--- src/rtl/seq_bit_serializer.sv ---
// seq_bit_serializer
// Parallel-to-serial stage that feeds the serial input of the sequence
// detector. Each WIDTH-bit word is taken over a valid/ready handshake and
// shifted out MSB-first, one bit per CLK. Between words x_out holds IDLE_BIT
// so that idle gaps cannot complete a detector pattern.
//
// Optional feature: define SEQ_SERIALIZER_PARITY_EN to append an even-parity
// bit after the LSB. Each word then takes WIDTH+1 cycles.
//
// Ports:
//   CLK         rising-edge clock
//   RESET       synchronous reset, active-high
//   din         parallel word to send
//   din_valid   din holds a word to send
//   din_ready   a word can be accepted this cycle (from state only)
//   x_out       serial bit stream (registered)
//   x_valid     x_out carries a data or parity bit (registered)
//   last_bit    x_out carries the final bit of the current word (registered)
//   busy        a word is being shifted out
//   words_sent  count of fully transmitted words, wraps silently
//
// state  | meaning
// IDLE   | nothing shifting, x_out = IDLE_BIT
// SHIFT  | data bits going out, MSB first
// PARITY | parity bit going out (SEQ_SERIALIZER_PARITY_EN only)
module seq_bit_serializer #(
  parameter int   WIDTH    = 8,
  parameter logic IDLE_BIT = 1'b1,
  parameter int   CNT_W    = 8
) (
  input  logic             CLK,
  input  logic             RESET,
  input  logic [WIDTH-1:0] din,
  input  logic             din_valid,
  output logic             din_ready,
  output logic             x_out,
  output logic             x_valid,
  output logic             last_bit,
  output logic             busy,
  output logic [CNT_W-1:0] words_sent
);

  localparam int             BCW      = (WIDTH > 2) ? $clog2(WIDTH) : 1;
  localparam logic [BCW-1:0] LAST_IDX = BCW'(WIDTH - 1);

`ifdef SEQ_SERIALIZER_PARITY_EN
  typedef enum logic [1:0] {IDLE = 2'd0, SHIFT = 2'd1, PARITY = 2'd2} state_t;
`else
  typedef enum logic [0:0] {IDLE = 1'b0, SHIFT = 1'b1} state_t;
`endif

  state_t           state, next_state;
  // The MSB goes straight to x_out on load, so only the remaining bits are kept.
  logic [WIDTH-2:0] shreg;
  logic [BCW-1:0]   bit_cnt;
  logic             lsb_cycle;
  logic             word_end;
  logic             accept;
`ifdef SEQ_SERIALIZER_PARITY_EN
  logic             parity;
`endif

  always_ff @(posedge CLK) begin
    if (RESET) state <= IDLE;
    else       state <= next_state;
  end

  always_comb begin
    next_state = state;
    case (state)
      IDLE:  if (accept) next_state = SHIFT;
      SHIFT: begin
        if (lsb_cycle) begin
`ifdef SEQ_SERIALIZER_PARITY_EN
          next_state = PARITY;
`else
          next_state = accept ? SHIFT : IDLE;
`endif
        end
      end
`ifdef SEQ_SERIALIZER_PARITY_EN
      PARITY: next_state = accept ? SHIFT : IDLE;
`endif
      default: next_state = IDLE;
    endcase
  end

  // word_end marks the cycle carrying the final bit of a word; a new word may
  // be accepted there so back-to-back words need no bubble.
  always_comb begin
    lsb_cycle = (state == SHIFT) && (bit_cnt == LAST_IDX);
`ifdef SEQ_SERIALIZER_PARITY_EN
    word_end  = (state == PARITY);
`else
    word_end  = lsb_cycle;
`endif
    din_ready = (state == IDLE) || word_end;
    busy      = (state != IDLE);
    accept    = din_valid && din_ready;
  end

  always_ff @(posedge CLK) begin
    if (RESET) begin
      shreg      <= '0;
      bit_cnt    <= '0;
      x_out      <= IDLE_BIT;
      x_valid    <= 1'b0;
      last_bit   <= 1'b0;
      words_sent <= '0;
`ifdef SEQ_SERIALIZER_PARITY_EN
      parity     <= 1'b0;
`endif
    end else begin
      if (word_end) words_sent <= words_sent + 1'b1;

      if (accept) begin
        shreg    <= din[WIDTH-2:0];
        x_out    <= din[WIDTH-1];
        x_valid  <= 1'b1;
        last_bit <= 1'b0;
        bit_cnt  <= '0;
`ifdef SEQ_SERIALIZER_PARITY_EN
        parity   <= ^din;
`endif
      end else if ((state == SHIFT) && !lsb_cycle) begin
        shreg    <= shreg << 1;
        x_out    <= shreg[WIDTH-2];
        x_valid  <= 1'b1;
        bit_cnt  <= bit_cnt + 1'b1;
`ifdef SEQ_SERIALIZER_PARITY_EN
        last_bit <= 1'b0;
`else
        last_bit <= (bit_cnt == LAST_IDX - 1'b1);
`endif
`ifdef SEQ_SERIALIZER_PARITY_EN
      end else if (lsb_cycle) begin
        x_out    <= parity;
        x_valid  <= 1'b1;
        last_bit <= 1'b1;
`endif
      end else begin
        x_out    <= IDLE_BIT;
        x_valid  <= 1'b0;
        last_bit <= 1'b0;
      end
    end
  end

endmodule

--- config.mk ---
export PLATFORM = sky130hd
export DESIGN_NAME = seq_bit_serializer
export DESIGN_NICKNAME = d
export VERILOG_FILES = /design/src/rtl/seq_bit_serializer.sv
export SDC_FILE = /design/constraint.sdc
export NUM_CORES = 1
export LEC_CHECK = 0
export ABC_CLOCK_PERIOD_IN_PS = 2100
export CORE_AREA = 2 2 55 47
export CTS_BUF_LIST = sky130_fd_sc_hd__clkbuf_4 sky130_fd_sc_hd__clkbuf_8
export DETAILED_ROUTE_END_ITERATION = 16
export DIE_AREA = 0 0 57 49
export PLACE_DENSITY = 0.68
export SYNTH_ARGS = -nofsm -noshare
export SYNTH_HDL_FRONTEND = slang
export SYNTH_SLANG_ARGS = --single-unit
--- constraint.sdc ---
create_clock -name CLK -period 2.1 [get_ports CLK]
set_input_delay 0.21 -clock CLK [delete_from_list [all_inputs] [get_ports CLK]]
set_output_delay 0.21 -clock CLK [all_outputs]
set_load 0.01 [all_outputs]
==> key figures <==
Cells and area
  • Share of cells above drive strength 1: 8.06%
  • Area grow syn2layout: 29.5%
  • # diodes: 0
  • Final nets: 141
  • Non-filler cells, final: 151
  • Final-layout fill cell count: 238
  • Fin area: 1210 um^2

Power
  • Comb power frac: 12.2%
  • Internal power: 0.550 mW
  • Max IR drop VDD: 0.498 mV
  • Clock share of power: 26.0%
  • P_sw: 0.169 mW
  • Switching share of total power: 23.5%
  • Static Leak: 0.460 nW
  • Sequential Power Share: 61.8%
  • Pwr/cell area: 594 nW/um^2

Clock tree
  • Clock Latency Late Sink: 0.30 ns
  • Clock root cell: clkbuf_4
  • Setup Fix Bufs, Post-CTS: 0
  • Clock slew at reported path FFs: 0.11 ns
  • TritonCTS clock tree: yes
  • Clock sink count: 22
  • Max clock buf depth: 2
  • H-Tree Depth: 1
  • CTS Buf Count: 3

Floorplan
  • IO Count: 24
  • Width of the die: 57 um
  • Core area: 2280 um^2
  • FP Rows: 16
  • DIE AREA: 2790 um^2
  • Initial Util: 41.0%
  • Die Ht: 49 um

Worst hold path
  • Hold_sp: bit_cnt[2]
  • Worst min path class: flip-flop to flip-flop
  • Hold depth: 2
  • Worst Hold End: last_bit

Drt
  • Drt initial violations: 17
  • First-pass DRT Iterations: 4
  • WL/cell: 11.8 um
  • DRC: 0
  • Drt total wl: 1780 um
  • Via count: 786
  • Via-per-instance ratio: 5.21
  • Routed Antenna Nets: 0

Yosys
  • Seq/Total Area, Yosys: 47.1%
  • Yosys warnings: 0
  • Post-Syn Nets: 116
  • Synth area leaders: dfxtp_1, mux2i_1, ha_1
  • Yosys reg bits: 22
  • Netlist Area Pre-Place: 935 um^2
  • Cells after synthesis: 101
  • Post-Syn Area per Cell: 9.25 um^2
  • Yosys cell types: 29
  • Largest area contributor in the netlist: dfxtp_1
  • Yosys top cell area share: 47.1%

STA
  • Crit path time final: 1.99 ns
  • Worst slew pin tran: 0.777 ns
  • Final Hold Viols: 0
  • Slew Limit Headroom: 48.0%
  • Setup Viol. Count Final: 0
  • Final period util: 94.7%
  • Skew final: 0.00257 ns
  • Post-route setup TNS: 0 ns
  • Pins Over Slew Limit: 0
  • RSZ-0062 raised after global routing: no
  • Peak Freq: 503 MHz

Critical path
  • CP max stage cell: clkdlybuf4s50_1
  • Kind of critical path: flip-flop to output port
  • Data required, critical path: 1.89 ns
  • Reg2reg start: bit_cnt[1]
  • CP peak stage delay: 0.48 ns
  • Buf/Inv on CP: 2
  • Reg2reg setup slack: 0.40 ns
  • Worst EP arrival: 1.78 ns
  • Crit-path max FO: 5
  • CP startpoint kind: flip-flop
  • Worst r2r dst: words_sent[7]
  • CP Capture Type: output port
  • R2R depth: 5
  • Critical path cell sequence: ha_1 > ha_1 > nor2b_2 > inv_2 > clkdlybuf4s50_1
  • Critical Path Source: bit_cnt[0]
  • Crit path top cell by count: ha_1
  • Crit-path leading delay family: buffers and inverters

Placed design
  • Final HPWL DP: 1290 um
  • Placed Cells: 148
  • Port bufs: 23
  • Post-DP Area: 1180 um^2
  • Routability congestion estimate: 0.738

Global routing
  • GRT Resource Usage Total: 13.8%
  • Largest net degree at the start of global routing: 23
  • Gr ovfl total: 0
  • First-pass GRT wire length: 3100 um
  • Initial antenna violation count: 0
  • Vias in the first global route: 750

Job
  • Max cap viols: 0

Status
  • Outcome: finished clean
## registers in the layout, indices dropped and copies added, names as in the netlist
signal      cells
bit_cnt         3
busy            1
last_bit        1
shreg           7
words_sent      8
x_out           1
x_valid         1
## kinds of logic (layout without fill, tap and decap cells)
group / after synthesis / after routing / share of synthesized area [%]
simple gates: 36 / 36 / 20.1
flops: 22 / 22 / 47.1
buf+inv: 9 / 32 / 4.68
compound gates: 21 / 21 / 13.4
mux: 7 / 7 / 7.50
fa+ha+maj: 4 / 4 / 5.35
xor+xnor: 2 / 2 / 1.87
## worst register-to-register path, stage by stage, from the launching register on
cell	delay (ns)
dfxtp_1	0.38
ha_1	0.16
ha_1	0.25
nand4_2	0.19
or4_1	0.51
a21oi_1	0.14
## synth_stat cells
library cell and number:
xor2_1 1, nor3_1 2, nor2b_1 1, clkbuf_2 1, or3_1 3, buf_6 1
clkbuf_1 2, o21ai_0 4, o21bai_1 1, mux2i_1 7, a21oi_1 9, or4_1 1
o31ai_1 1, nand3_1 3, dfxtp_1 22, buf_2 1, xnor2_1 1, nand4_1 1
a211oi_1 6, inv_2 1, nor2_1 12, or3_2 2, nand2b_1 1, nor3b_1 1
nand3b_1 2, ha_1 4, inv_1 3, nand4_2 1, nand2_1 6
## placed cells by master, fill, tap and decap left out, drive strengths merged, types with 4 or more instances in the layout
cell / Yosys / final
a211oi: 6 / 6
a21oi: 9 / 9
clkdlybuf4s50: 0 / 23
dfxtp: 22 / 22
ha: 4 / 4
inv: 4 / 4
mux2i: 7 / 7
nand2: 6 / 6
nor2: 12 / 12
o21ai: 4 / 4
or3: 5 / 5
## how the worst max path moves through the flow
stage,cells past startpoint,to,slack [ns]
after CTS,5,din_ready,0.05
after floorplan,5,words_sent[7],0.59
final,5,din_ready,0.11
after global routing,5,din_ready,0.004
after global placement,5,din_ready,0.44
after detailed placement,5,din_ready,0.42
## stage by stage
| step | util [%] | hold WS (ns) | power [mW] | setup WS (ns) |
|---|---|---|---|---|
| after global routing | 53.0 | 0.505 | 0.753 | 0.00364 |
| after detailed placement | 51.9 | 0.454 | 0.542 | 0.417 |
| after floorplan | - | 0.287 | 0.501 | 0.594 |
| after global placement | 51.9 | 0.468 | 0.540 | 0.444 |
| after CTS | 52.9 | 0.477 | 0.730 | 0.0475 |
| final | 53.0 | 0.473 | 0.718 | 0.112 |
## power groups by stage
stage	Sequential, mW	Combinational, mW	Clock [mW]
global route	0.447	0.0967	0.209
finish	0.444	0.0878	0.187
CTS	0.444	0.0885	0.198
floorplan	0.453	0.0481	0
detailed placement	0.454	0.0881	0
global placement	0.453	0.0869	0
## cell type report
class | count | area, um^2 | share of cell area (%)
Clock buffer | 3 | 22.5 | 1.86
Inverter | 4 | 15.0 | 1.24
Multi-Input combinational cell | 70 | 453 | 37.4
Sequential cell | 22 | 440 | 36.4
Tap cell | 27 | 33.8 | 2.79
Timing Repair Buffer | 25 | 245 | 20.3
## what timing repair did
action | CTS | global route
resized for setup | 0 | 1
hold buffers | 0 | 0
endpoints found under the setup margin | 0 | 1
## layer usage
layer	share of wire [%]	GRT usage (%)
met1	47	16.9
met2	47	23.4
met3	6.3	6.10
met4	0	1.16
met5	0	0
Power figures use the tool's default switching activity.
